**config.mk**
```make
export PLATFORM = sky130hd
export DESIGN_NAME = mha_attn_seq_flat
export DESIGN_NICKNAME = d
export VERILOG_FILES = /design/src/rtl/mha_attn_seq_if.sv /design/src/rtl/mha_attn_seq.sv /design/src/flat_wrapper.sv
export SDC_FILE = /design/constraint.sdc
export NUM_CORES = 1
export LEC_CHECK = 0
export ABC_AREA = 1
export CORE_ASPECT_RATIO = 1.2
export CORE_MARGIN = 2
export CORE_UTILIZATION = 49
export DETAILED_ROUTE_END_ITERATION = 10
export PLACE_DENSITY = 0.8
export SLEW_MARGIN = 20
export SYNTH_ARGS = -nofsm -noshare
export SYNTH_HDL_FRONTEND = slang
export SYNTH_SLANG_ARGS = --single-unit
```
**constraint.sdc**
```tcl
create_clock -name I_CLK -period 1.96 [get_ports I_CLK]
set_clock_uncertainty 0.15 [all_clocks]
set_input_delay 0.392 -clock I_CLK [delete_from_list [all_inputs] [get_ports I_CLK]]
set_output_delay 0.392 -clock I_CLK [all_outputs]
set_load 0.005 [all_outputs]
```
**src/rtl/mha_attn_seq_if.sv**
```systemverilog
// mha_attn_seq_if
//   Command/control bundle between the attention sequencer, the systolic-array
//   wrapper and the softmax engine. Only indices and control travel here; no
//   matrix data.
//   Parameters mirror the sequencer so the index widths line up.
//   Signals (direction as seen by the sequencer):
//     I_ATTN_START  in   start pulse
//     O_CMD_VLD     out  command valid        I_CMD_RDY  in  command ready
//     O_CMD_OP      out  0=QK 1=SCALE 2=PV
//     O_CMD_HEAD/RBLK/CBLK  out  tile indices
//     O_CMD_MDIM    out  inner dimension      O_CMD_SCALE out  scale (SCALE only)
//     O_CMD_MASK    out  diagonal-tile mask
//     I_SA_DONE     in   command complete pulse
//     O_SM_START    out  softmax enable       O_SM_ROW   out  softmax row
//     I_SM_VLD      in   softmax row valid
//     O_TILE_DONE   out  tile pulse   O_DONE out job done   O_BUSY out   O_ERR out
//   Modports: master = sequencer side, slave = wrapper/softmax side.
interface mha_attn_seq_if #(
  parameter int SA_R    = 16,
  parameter int SA_C    = 16,
  parameter int SEQ_LEN = 64,
  parameter int D_K     = 128,
  parameter int H_NUM   = 4
);
  localparam int NRB    = SEQ_LEN / SA_R;
  localparam int CB_MAX = ((SEQ_LEN > D_K) ? SEQ_LEN : D_K) / SA_C;
  localparam int HEAD_W = (H_NUM > 1) ? $clog2(H_NUM) : 1;
  localparam int RBLK_W = (NRB > 1) ? $clog2(NRB) : 1;
  localparam int CBLK_W = (CB_MAX > 1) ? $clog2(CB_MAX) : 1;
  localparam int ROW_W  = (SA_R > 1) ? $clog2(SA_R) : 1;

  logic              I_ATTN_START;
  logic              O_CMD_VLD;
  logic              I_CMD_RDY;
  logic [1:0]        O_CMD_OP;
  logic [HEAD_W-1:0] O_CMD_HEAD;
  logic [RBLK_W-1:0] O_CMD_RBLK;
  logic [CBLK_W-1:0] O_CMD_CBLK;
  logic [15:0]       O_CMD_MDIM;
  logic [7:0]        O_CMD_SCALE;
  logic              O_CMD_MASK;
  logic              I_SA_DONE;
  logic              O_SM_START;
  logic [ROW_W-1:0]  O_SM_ROW;
  logic              I_SM_VLD;
  logic              O_TILE_DONE;
  logic              O_DONE;
  logic              O_BUSY;
  logic              O_ERR;

  modport master (
    input  I_ATTN_START, I_CMD_RDY, I_SA_DONE, I_SM_VLD,
    output O_CMD_VLD, O_CMD_OP, O_CMD_HEAD, O_CMD_RBLK, O_CMD_CBLK, O_CMD_MDIM,
           O_CMD_SCALE, O_CMD_MASK, O_SM_START, O_SM_ROW, O_TILE_DONE, O_DONE,
           O_BUSY, O_ERR
  );

  modport slave (
    output I_ATTN_START, I_CMD_RDY, I_SA_DONE, I_SM_VLD,
    input  O_CMD_VLD, O_CMD_OP, O_CMD_HEAD, O_CMD_RBLK, O_CMD_CBLK, O_CMD_MDIM,
           O_CMD_SCALE, O_CMD_MASK, O_SM_START, O_SM_ROW, O_TILE_DONE, O_DONE,
           O_BUSY, O_ERR
  );
endinterface

```
**src/rtl/mha_attn_seq.sv**
```systemverilog
// mha_attn_seq
//   Multi-head attention sequencer. Walks head h, query row block r, key block c
//   and output block p, issuing QK/SCALE/PV tile commands over a valid/ready
//   handshake (completion signalled by I_SA_DONE) and feeding the softmax engine
//   one row at a time between the score and PV phases.
//   Ports:
//     I_CLK        clock
//     I_ASYN_RSTN  asynchronous active-low reset
//     bus          mha_attn_seq_if.master (command, softmax and status signals)
//   Optional build macro CAUSAL_MASK_EN: only key blocks c<=r are scored, the
//   diagonal block carries O_CMD_MASK=1 and the PV inner dimension shrinks to
//   (r+1)*SA_R. Requires SA_R==SA_C. Without the macro the mask is always 0.
//   Every output is a flop so reset clears all outputs immediately.
module mha_attn_seq #(
  parameter int SA_R      = 16,
  parameter int SA_C      = 16,
  parameter int SEQ_LEN   = 64,
  parameter int D_K       = 128,
  parameter int H_NUM     = 4,
  parameter int SCALE_VAL = 3
) (
  input  logic          I_CLK,
  input  logic          I_ASYN_RSTN,
  mha_attn_seq_if.master bus
);
  localparam int NRB    = SEQ_LEN / SA_R;
  localparam int NCB    = SEQ_LEN / SA_C;
  localparam int NPB    = D_K / SA_C;
  localparam int CB_MAX = ((SEQ_LEN > D_K) ? SEQ_LEN : D_K) / SA_C;
  localparam int HEAD_W = (H_NUM > 1) ? $clog2(H_NUM) : 1;
  localparam int RBLK_W = (NRB > 1) ? $clog2(NRB) : 1;
  localparam int CBLK_W = (CB_MAX > 1) ? $clog2(CB_MAX) : 1;
  localparam int ROW_W  = (SA_R > 1) ? $clog2(SA_R) : 1;

  typedef enum logic [3:0] {
    S_IDLE, S_QK_ISSUE, S_QK_WAIT, S_SC_ISSUE, S_SC_WAIT,
    S_SM_RUN, S_PV_ISSUE, S_PV_WAIT, S_NEXT, S_DONE
  } state_t;

  state_t            state_q, state_d;
  logic [HEAD_W-1:0] h_q, h_d;
  logic [RBLK_W-1:0] r_q, r_d;
  logic [CBLK_W-1:0] c_q, c_d;
  logic [CBLK_W-1:0] p_q, p_d;
  logic [ROW_W-1:0]  row_q, row_d;

  logic              cmd_vld_q, cmd_vld_d;
  logic [1:0]        cmd_op_q, cmd_op_d;
  logic [HEAD_W-1:0] cmd_head_q, cmd_head_d;
  logic [RBLK_W-1:0] cmd_rblk_q, cmd_rblk_d;
  logic [CBLK_W-1:0] cmd_cblk_q, cmd_cblk_d;
  logic [15:0]       cmd_mdim_q, cmd_mdim_d;
  logic [7:0]        cmd_scale_q, cmd_scale_d;
  logic              cmd_mask_q, cmd_mask_d;
  logic              sm_start_q, sm_start_d;
  logic              tile_done_q, tile_done_d;
  logic              done_q, done_d;
  logic              busy_q, busy_d;
  logic              err_q, err_d;

  logic c_last;   // current key block is the last one scored for this row block
  logic diag_d;   // next command sits on the diagonal tile
  logic [15:0] pv_mdim_d;

`ifdef CAUSAL_MASK_EN
  assign c_last    = (32'(c_q) == 32'(r_q));
  assign diag_d    = (32'(c_d) == 32'(r_d));
  assign pv_mdim_d = 16'((32'(r_d) + 1) * SA_R);
`else
  assign c_last    = (c_q == CBLK_W'(NCB - 1));
  assign diag_d    = 1'b0;
  assign pv_mdim_d = 16'(SEQ_LEN);
`endif

  always_comb begin
    state_d = state_q;
    h_d     = h_q;
    r_d     = r_q;
    c_d     = c_q;
    p_d     = p_q;
    row_d   = row_q;
    done_d  = done_q;
    err_d   = err_q;

    // Protocol errors: completion outside a wait, softmax result outside SM_RUN.
    if (bus.I_SA_DONE && !(state_q inside {S_QK_WAIT, S_SC_WAIT, S_PV_WAIT}))
      err_d = 1'b1;
    if (bus.I_SM_VLD && (state_q != S_SM_RUN))
      err_d = 1'b1;

    case (state_q)
      S_IDLE: if (bus.I_ATTN_START) begin
        state_d = S_QK_ISSUE;
        h_d     = '0;
        r_d     = '0;
        c_d     = '0;
        p_d     = '0;
        row_d   = '0;
        done_d  = 1'b0;
      end
      S_QK_ISSUE: if (bus.I_CMD_RDY) state_d = S_QK_WAIT;
      S_QK_WAIT:  if (bus.I_SA_DONE) state_d = S_SC_ISSUE;
      S_SC_ISSUE: if (bus.I_CMD_RDY) state_d = S_SC_WAIT;
      S_SC_WAIT: if (bus.I_SA_DONE) begin
        if (c_last) begin
          c_d     = '0;
          state_d = S_SM_RUN;
        end else begin
          c_d     = c_q + 1'b1;
          state_d = S_QK_ISSUE;
        end
      end
      S_SM_RUN: if (bus.I_SM_VLD) begin
        if (row_q == ROW_W'(SA_R - 1)) begin
          row_d   = '0;
          state_d = S_PV_ISSUE;
        end else begin
          row_d = row_q + 1'b1;
        end
      end
      S_PV_ISSUE: if (bus.I_CMD_RDY) state_d = S_PV_WAIT;
      S_PV_WAIT: if (bus.I_SA_DONE) begin
        if (p_q == CBLK_W'(NPB - 1)) begin
          p_d     = '0;
          state_d = S_NEXT;
        end else begin
          p_d     = p_q + 1'b1;
          state_d = S_PV_ISSUE;
        end
      end
      S_NEXT: begin
        state_d = S_QK_ISSUE;
        if (r_q == RBLK_W'(NRB - 1)) begin
          r_d = '0;
          if (h_q == HEAD_W'(H_NUM - 1)) begin
            h_d     = '0;
            state_d = S_DONE;
          end else begin
            h_d = h_q + 1'b1;
          end
        end else begin
          r_d = r_q + 1'b1;
        end
      end
      S_DONE:  state_d = S_IDLE;
      default: state_d = S_IDLE;
    endcase

    if (state_d == S_DONE) done_d = 1'b1;

    // Outputs are decoded from the next state so they are registered yet line
    // up with the state they belong to; fields stay frozen during a stall
    // because state and counters do not move until the handshake.
    cmd_vld_d   = state_d inside {S_QK_ISSUE, S_SC_ISSUE, S_PV_ISSUE};
    cmd_op_d    = 2'd0;
    cmd_head_d  = '0;
    cmd_rblk_d  = '0;
    cmd_cblk_d  = '0;
    cmd_mdim_d  = '0;
    cmd_scale_d = '0;
    cmd_mask_d  = 1'b0;
    if (cmd_vld_d) begin
      cmd_head_d = h_d;
      cmd_rblk_d = r_d;
      case (state_d)
        S_QK_ISSUE: begin
          cmd_op_d   = 2'd0;
          cmd_cblk_d = c_d;
          cmd_mdim_d = 16'(D_K);
          cmd_mask_d = diag_d;
        end
        S_SC_ISSUE: begin
          cmd_op_d    = 2'd1;
          cmd_cblk_d  = c_d;
          cmd_mdim_d  = 16'(SA_C);
          cmd_scale_d = 8'(SCALE_VAL);
          cmd_mask_d  = diag_d;
        end
        default: begin
          cmd_op_d   = 2'd2;
          cmd_cblk_d = p_d;
          cmd_mdim_d = pv_mdim_d;
        end
      endcase
    end
    sm_start_d  = (state_d == S_SM_RUN);
    tile_done_d = (state_d == S_NEXT);
    busy_d      = !(state_d inside {S_IDLE, S_DONE});
  end

  always_ff @(posedge I_CLK or negedge I_ASYN_RSTN) begin
    if (!I_ASYN_RSTN) begin
      state_q     <= S_IDLE;
      h_q         <= '0;
      r_q         <= '0;
      c_q         <= '0;
      p_q         <= '0;
      row_q       <= '0;
      cmd_vld_q   <= 1'b0;
      cmd_op_q    <= 2'd0;
      cmd_head_q  <= '0;
      cmd_rblk_q  <= '0;
      cmd_cblk_q  <= '0;
      cmd_mdim_q  <= '0;
      cmd_scale_q <= '0;
      cmd_mask_q  <= 1'b0;
      sm_start_q  <= 1'b0;
      tile_done_q <= 1'b0;
      done_q      <= 1'b0;
      busy_q      <= 1'b0;
      err_q       <= 1'b0;
    end else begin
      state_q     <= state_d;
      h_q         <= h_d;
      r_q         <= r_d;
      c_q         <= c_d;
      p_q         <= p_d;
      row_q       <= row_d;
      cmd_vld_q   <= cmd_vld_d;
      cmd_op_q    <= cmd_op_d;
      cmd_head_q  <= cmd_head_d;
      cmd_rblk_q  <= cmd_rblk_d;
      cmd_cblk_q  <= cmd_cblk_d;
      cmd_mdim_q  <= cmd_mdim_d;
      cmd_scale_q <= cmd_scale_d;
      cmd_mask_q  <= cmd_mask_d;
      sm_start_q  <= sm_start_d;
      tile_done_q <= tile_done_d;
      done_q      <= done_d;
      busy_q      <= busy_d;
      err_q       <= err_d;
    end
  end

  assign bus.O_CMD_VLD   = cmd_vld_q;
  assign bus.O_CMD_OP    = cmd_op_q;
  assign bus.O_CMD_HEAD  = cmd_head_q;
  assign bus.O_CMD_RBLK  = cmd_rblk_q;
  assign bus.O_CMD_CBLK  = cmd_cblk_q;
  assign bus.O_CMD_MDIM  = cmd_mdim_q;
  assign bus.O_CMD_SCALE = cmd_scale_q;
  assign bus.O_CMD_MASK  = cmd_mask_q;
  assign bus.O_SM_START  = sm_start_q;
  assign bus.O_SM_ROW    = row_q;
  assign bus.O_TILE_DONE = tile_done_q;
  assign bus.O_DONE      = done_q;
  assign bus.O_BUSY      = busy_q;
  assign bus.O_ERR       = err_q;
endmodule

```
**src/flat_wrapper.sv**
```systemverilog
// flat-port wrapper written by rule: the top's interface ports become plain ports
module mha_attn_seq_flat 
#(
  parameter int SA_R      = 16,
  parameter int SA_C      = 16,
  parameter int SEQ_LEN   = 64,
  parameter int D_K       = 128,
  parameter int H_NUM     = 4,
  parameter int SCALE_VAL = 3
)
  (I_CLK, I_ASYN_RSTN, bus_I_ATTN_START, bus_I_CMD_RDY, bus_I_SA_DONE, bus_I_SM_VLD, bus_O_CMD_VLD, bus_O_CMD_OP, bus_O_CMD_HEAD, bus_O_CMD_RBLK, bus_O_CMD_CBLK, bus_O_CMD_MDIM, bus_O_CMD_SCALE, bus_O_CMD_MASK, bus_O_SM_START, bus_O_SM_ROW, bus_O_TILE_DONE, bus_O_DONE, bus_O_BUSY, bus_O_ERR);
  mha_attn_seq_if #(.SA_R(SA_R), .SA_C(SA_C), .SEQ_LEN(SEQ_LEN), .D_K(D_K), .H_NUM(H_NUM)) bus_i ();
  input  logic I_CLK;
  input  logic I_ASYN_RSTN;
  input wire logic [$bits(bus_i.I_ATTN_START)-1:0] bus_I_ATTN_START;
  input wire logic [$bits(bus_i.I_CMD_RDY)-1:0] bus_I_CMD_RDY;
  input wire logic [$bits(bus_i.I_SA_DONE)-1:0] bus_I_SA_DONE;
  input wire logic [$bits(bus_i.I_SM_VLD)-1:0] bus_I_SM_VLD;
  output wire logic [$bits(bus_i.O_CMD_VLD)-1:0] bus_O_CMD_VLD;
  output wire logic [$bits(bus_i.O_CMD_OP)-1:0] bus_O_CMD_OP;
  output wire logic [$bits(bus_i.O_CMD_HEAD)-1:0] bus_O_CMD_HEAD;
  output wire logic [$bits(bus_i.O_CMD_RBLK)-1:0] bus_O_CMD_RBLK;
  output wire logic [$bits(bus_i.O_CMD_CBLK)-1:0] bus_O_CMD_CBLK;
  output wire logic [$bits(bus_i.O_CMD_MDIM)-1:0] bus_O_CMD_MDIM;
  output wire logic [$bits(bus_i.O_CMD_SCALE)-1:0] bus_O_CMD_SCALE;
  output wire logic [$bits(bus_i.O_CMD_MASK)-1:0] bus_O_CMD_MASK;
  output wire logic [$bits(bus_i.O_SM_START)-1:0] bus_O_SM_START;
  output wire logic [$bits(bus_i.O_SM_ROW)-1:0] bus_O_SM_ROW;
  output wire logic [$bits(bus_i.O_TILE_DONE)-1:0] bus_O_TILE_DONE;
  output wire logic [$bits(bus_i.O_DONE)-1:0] bus_O_DONE;
  output wire logic [$bits(bus_i.O_BUSY)-1:0] bus_O_BUSY;
  output wire logic [$bits(bus_i.O_ERR)-1:0] bus_O_ERR;
  assign bus_i.I_ATTN_START = bus_I_ATTN_START;
  assign bus_i.I_CMD_RDY = bus_I_CMD_RDY;
  assign bus_i.I_SA_DONE = bus_I_SA_DONE;
  assign bus_i.I_SM_VLD = bus_I_SM_VLD;
  assign bus_O_CMD_VLD = bus_i.O_CMD_VLD;
  assign bus_O_CMD_OP = bus_i.O_CMD_OP;
  assign bus_O_CMD_HEAD = bus_i.O_CMD_HEAD;
  assign bus_O_CMD_RBLK = bus_i.O_CMD_RBLK;
  assign bus_O_CMD_CBLK = bus_i.O_CMD_CBLK;
  assign bus_O_CMD_MDIM = bus_i.O_CMD_MDIM;
  assign bus_O_CMD_SCALE = bus_i.O_CMD_SCALE;
  assign bus_O_CMD_MASK = bus_i.O_CMD_MASK;
  assign bus_O_SM_START = bus_i.O_SM_START;
  assign bus_O_SM_ROW = bus_i.O_SM_ROW;
  assign bus_O_TILE_DONE = bus_i.O_TILE_DONE;
  assign bus_O_DONE = bus_i.O_DONE;
  assign bus_O_BUSY = bus_i.O_BUSY;
  assign bus_O_ERR = bus_i.O_ERR;
  mha_attn_seq #(.SA_R(SA_R), .SA_C(SA_C), .SEQ_LEN(SEQ_LEN), .D_K(D_K), .H_NUM(H_NUM), .SCALE_VAL(SCALE_VAL)) u_core (.I_CLK(I_CLK), .I_ASYN_RSTN(I_ASYN_RSTN), .bus(bus_i));
endmodule
```
==> flow_summary.json <==
{
  "pre_cts_slack_ns": -0.1380,
  "synth_most_common_cell": "nand2_1",
  "ys_seq_area_share_pct": 44.25,
  "grt_max_degree": 36,
  "postRouteAntennaNets": 0,
  "vias_per_cell": 4.871,
  "setup_viol": 0,
  "fin_setup_tns_ns": 0,
  "core_area_um2": 3910,
  "fin_worst_hold_slack_ns": 0.3329,
  "min_path_type": "reg -> reg",
  "clkTransAtPathRegs_ns": 0.07,
  "synth-edff-count": 0,
  "p_leak_uw": 0.001312,
  "cts-root-buf": "clkbuf_8",
  "place.gp.congestion": 1.017,
  "vias": 1656,
  "seqPwrFrac_pct": 33.2,
  "first_global_vias": 1504,
  "cts_tree": "yes",
  "cts-buffers-inserted": 5,
  "remaining_drc_errors": 0,
  "avgSynthCellArea_um2": 8.459,
  "setup_ws_ns": 0.06870,
  "critPathCaptureType": "register",
  "num_antenna_cells": 0,
  "synth.distinct_cells": 34,
  "initial_core_util_pct": 50.62,
  "fin_cells": 340,
  "h-tree-depth": 2,
  "grt_pass1_wl_mm": 6.610,
  "clkSinkCount": 35,
  "p_comb_share_pct": 49.8,
  "powerDensity_nw_per_um2": 1190,
  "grt-ovfl-total": 0,
  "fin_util_pct": 63.36,
  "startpoint_type": "register",
  "syn_inst": 234,
  "finalMaxSlewViolations": 0,
  "min_period_ns": 1.891,
  "finalHoldViolations": 0,
  "grt_usage_pct": 20.20,
  "die_area_um2": 4566,
  "syn-cell-area_um2": 1979,
  "ios": 50,
  "die_h_um": 73.63,
  "slowest_stage": "dfrtp_1",
  "synth_flop_cell": "dfrtp_1",
  "intPower_uw": 1718,
  "netSwitchingFraction_pct": 41.73,
  "outcome": "completed",
  "rows": 25,
  "wire_per_inst_um": 12.51,
  "cp.required_ns": 2.03,
  "synthTopCellsByArea": "dfrtp_1 (44%), buf_4 (8.7%), nand2_1 (8.7%), nand3_1 (4.6%), inv_1 (4.2%)",
  "postSynth.asyncResetShare_pct": 100.0,
  "reg2reg_from": "u_core.p_q[0]",
  "hpwlAfterDp_mm": 3.218,
  "cap_violations": 0,
  "drt-total-wl_mm": 4.255,
  "startpoint": "u_core.p_q[0]",
  "hold_start": "u_core.bus.O_DONE",
  "synth_top_area_share_pct": 44.25,
  "ys.warnings.count": 0,
  "final_nets": 297,
  "synth_seq_cells": 35,
  "placed_cells": 330,
  "io_buffers": 29,
  "critPathMaxStageDelay_ns": 0.40,
  "drive_above_1_share_pct": 20.98,
  "worstPathArrival_ns": 1.97,
  "pwr-share-clk_pct": 17.0,
  "dieWidth_um": 62.02,
  "synth_common_cells": "nand2_1 (46), dfrtp_1 (35), buf_4 (23)",
  "cp_max_fo": 5,
  "cp.buffers_inverters": 2,
  "peakVddDrop_v": 0.0006523,
  "path_common_cell": "nand2_1",
  "clock_latency_ns": 0.29,
  "ctsLongestPathBuffers": 2,
  "firstDrtPassIters": 4,
  "switchingPower_uw": 1231,
  "worstPathCellList": "ha_1 -> ha_1 -> inv_1 -> nand2_1 -> nand2_1 -> nand2_1 -> nand3_1 -> nand3_1 -> nand2_4 -> inv_4 -> nor2_2",
  "crit_type": "reg -> reg",
  "drt_iter0_markers": 89,
  "period_share_pct": 96.49,
  "antenna_found_initial": 0,
  "crit_family": "simple AND/OR/NAND/NOR gates",
  "timing.fmax_ghz": 0.5287,
  "syn2layout_area_growth_pct": 25.16,
  "synth_largest_area_cell": "dfrtp_1"
}
==> through the flow <==
step                      power (uW)  cell area (um2)
after floorplan                 1896             2051
after global placement          2328             2364
after detailed placement        2384             2364
after CTS                       2893             2445
after global routing            3158             2477
final                           2949             2477
==> cells in the final DEF, fill, tap and decap left out, types with 8 or more instances in the layout <==
cell type | synthesis | layout
buf_4 | 23 | 19
clkdlybuf4s50_1 | 0 | 29
conb_1 | 1 | 20
nand2_1 | 46 | 45
inv_1 | 22 | 21
nand3_1 | 18 | 18
inv_2 | 7 | 8
dfrtp_1 | 35 | 35
nor2_1 | 22 | 22
==> worst min-delay path, cell delays in order, from the launching register on <==
cell	delay, ns
dfrtp_1	0.35
nand2_1	0.05
nand2_1	0.04
==> area by class of cell <==
cell class | count | area (um2)
flip-flops and latches | 35 | 875.8
clock buffers | 7 | 76.32
well taps | 54 | 67.56
repair buffers | 48 | 432.9
fillers | 341 | 1433
multi-input cells | 165 | 904.6
inverters | 30 | 115.1
clock inverters | 1 | 5.005
==> per-layer routing <==
layer  GRT usage [%]  vias to the layer above  wire length [um]
met2           31.83                       65              2191
met4           9.220                        0               112
li1                -                      802                 -
met1           25.45                      779              1734
met5               0                        -                 0
met3           5.282                       10               216
==> sequential cells by signal (all words and copies together), names as in the netlist, 2 cells and up <==
signal and count:
u_core.r_q 2, u_core.bus.O_SM_ROW 4, u_core.h_q 2, u_core.bus.O_CMD_MDIM 2, u_core.bus.O_CMD_CBLK 3, u_core.state_q 4
u_core.bus.O_CMD_RBLK 2, u_core.c_q 3, u_core.p_q 3, u_core.bus.O_CMD_HEAD 2
==> timing repair <==
item                                    4_1_cts  5_1_grt
hold buffers                                  0        0
endpoints found under the hold margin         0        0
endpoints found under the setup margin        0        6
resized for setup                             0        5
setup buffers                                 0        2
==> worst paths after layout <==
path	slack, ns	depth (start not counted)	to
setup reg to reg	0.07	11	u_core.bus.O_CMD_CBLK[2]
hold reg to reg	0.33	2	u_core.bus.O_DONE
setup / recovery	0.07	11	u_core.bus.O_CMD_CBLK[2]
min in group asynchronous	0.35	2	u_core.bus.O_ERR
hold / removal	0.33	2	u_core.bus.O_DONE
max in group asynchronous	0.99	2	u_core.p_q[1]
==> cells by family after synthesis <==
family | count (synthesis) | share of synthesized area [%]
buffers and inverters | 53 | 14.54
AND/OR/NAND/NOR | 114 | 28.82
adder cells (fa/ha/maj) | 6 | 3.793
flip-flops | 35 | 44.25
other | 1 | 0.1895
multiplexers | 1 | 0.5057
AO/OA/AOI/OAI | 23 | 7.460
XOR/XNOR | 1 | 0.4426
==> power groups by stage <==
stage / combinational [uW] / sequential (uW) / clock, uW
3_5_place_dp: 1400 / 988 / 0
3_3_place_gp: 1340 / 985 / 0
4_1_cts: 1400 / 975 / 514
6_report: 1470 / 979 / 501
5_1_grt: 1620 / 997 / 545
2_1_floorplan: 912 / 984 / 0
No activity file was read; power rests on OpenSTA's default activity.
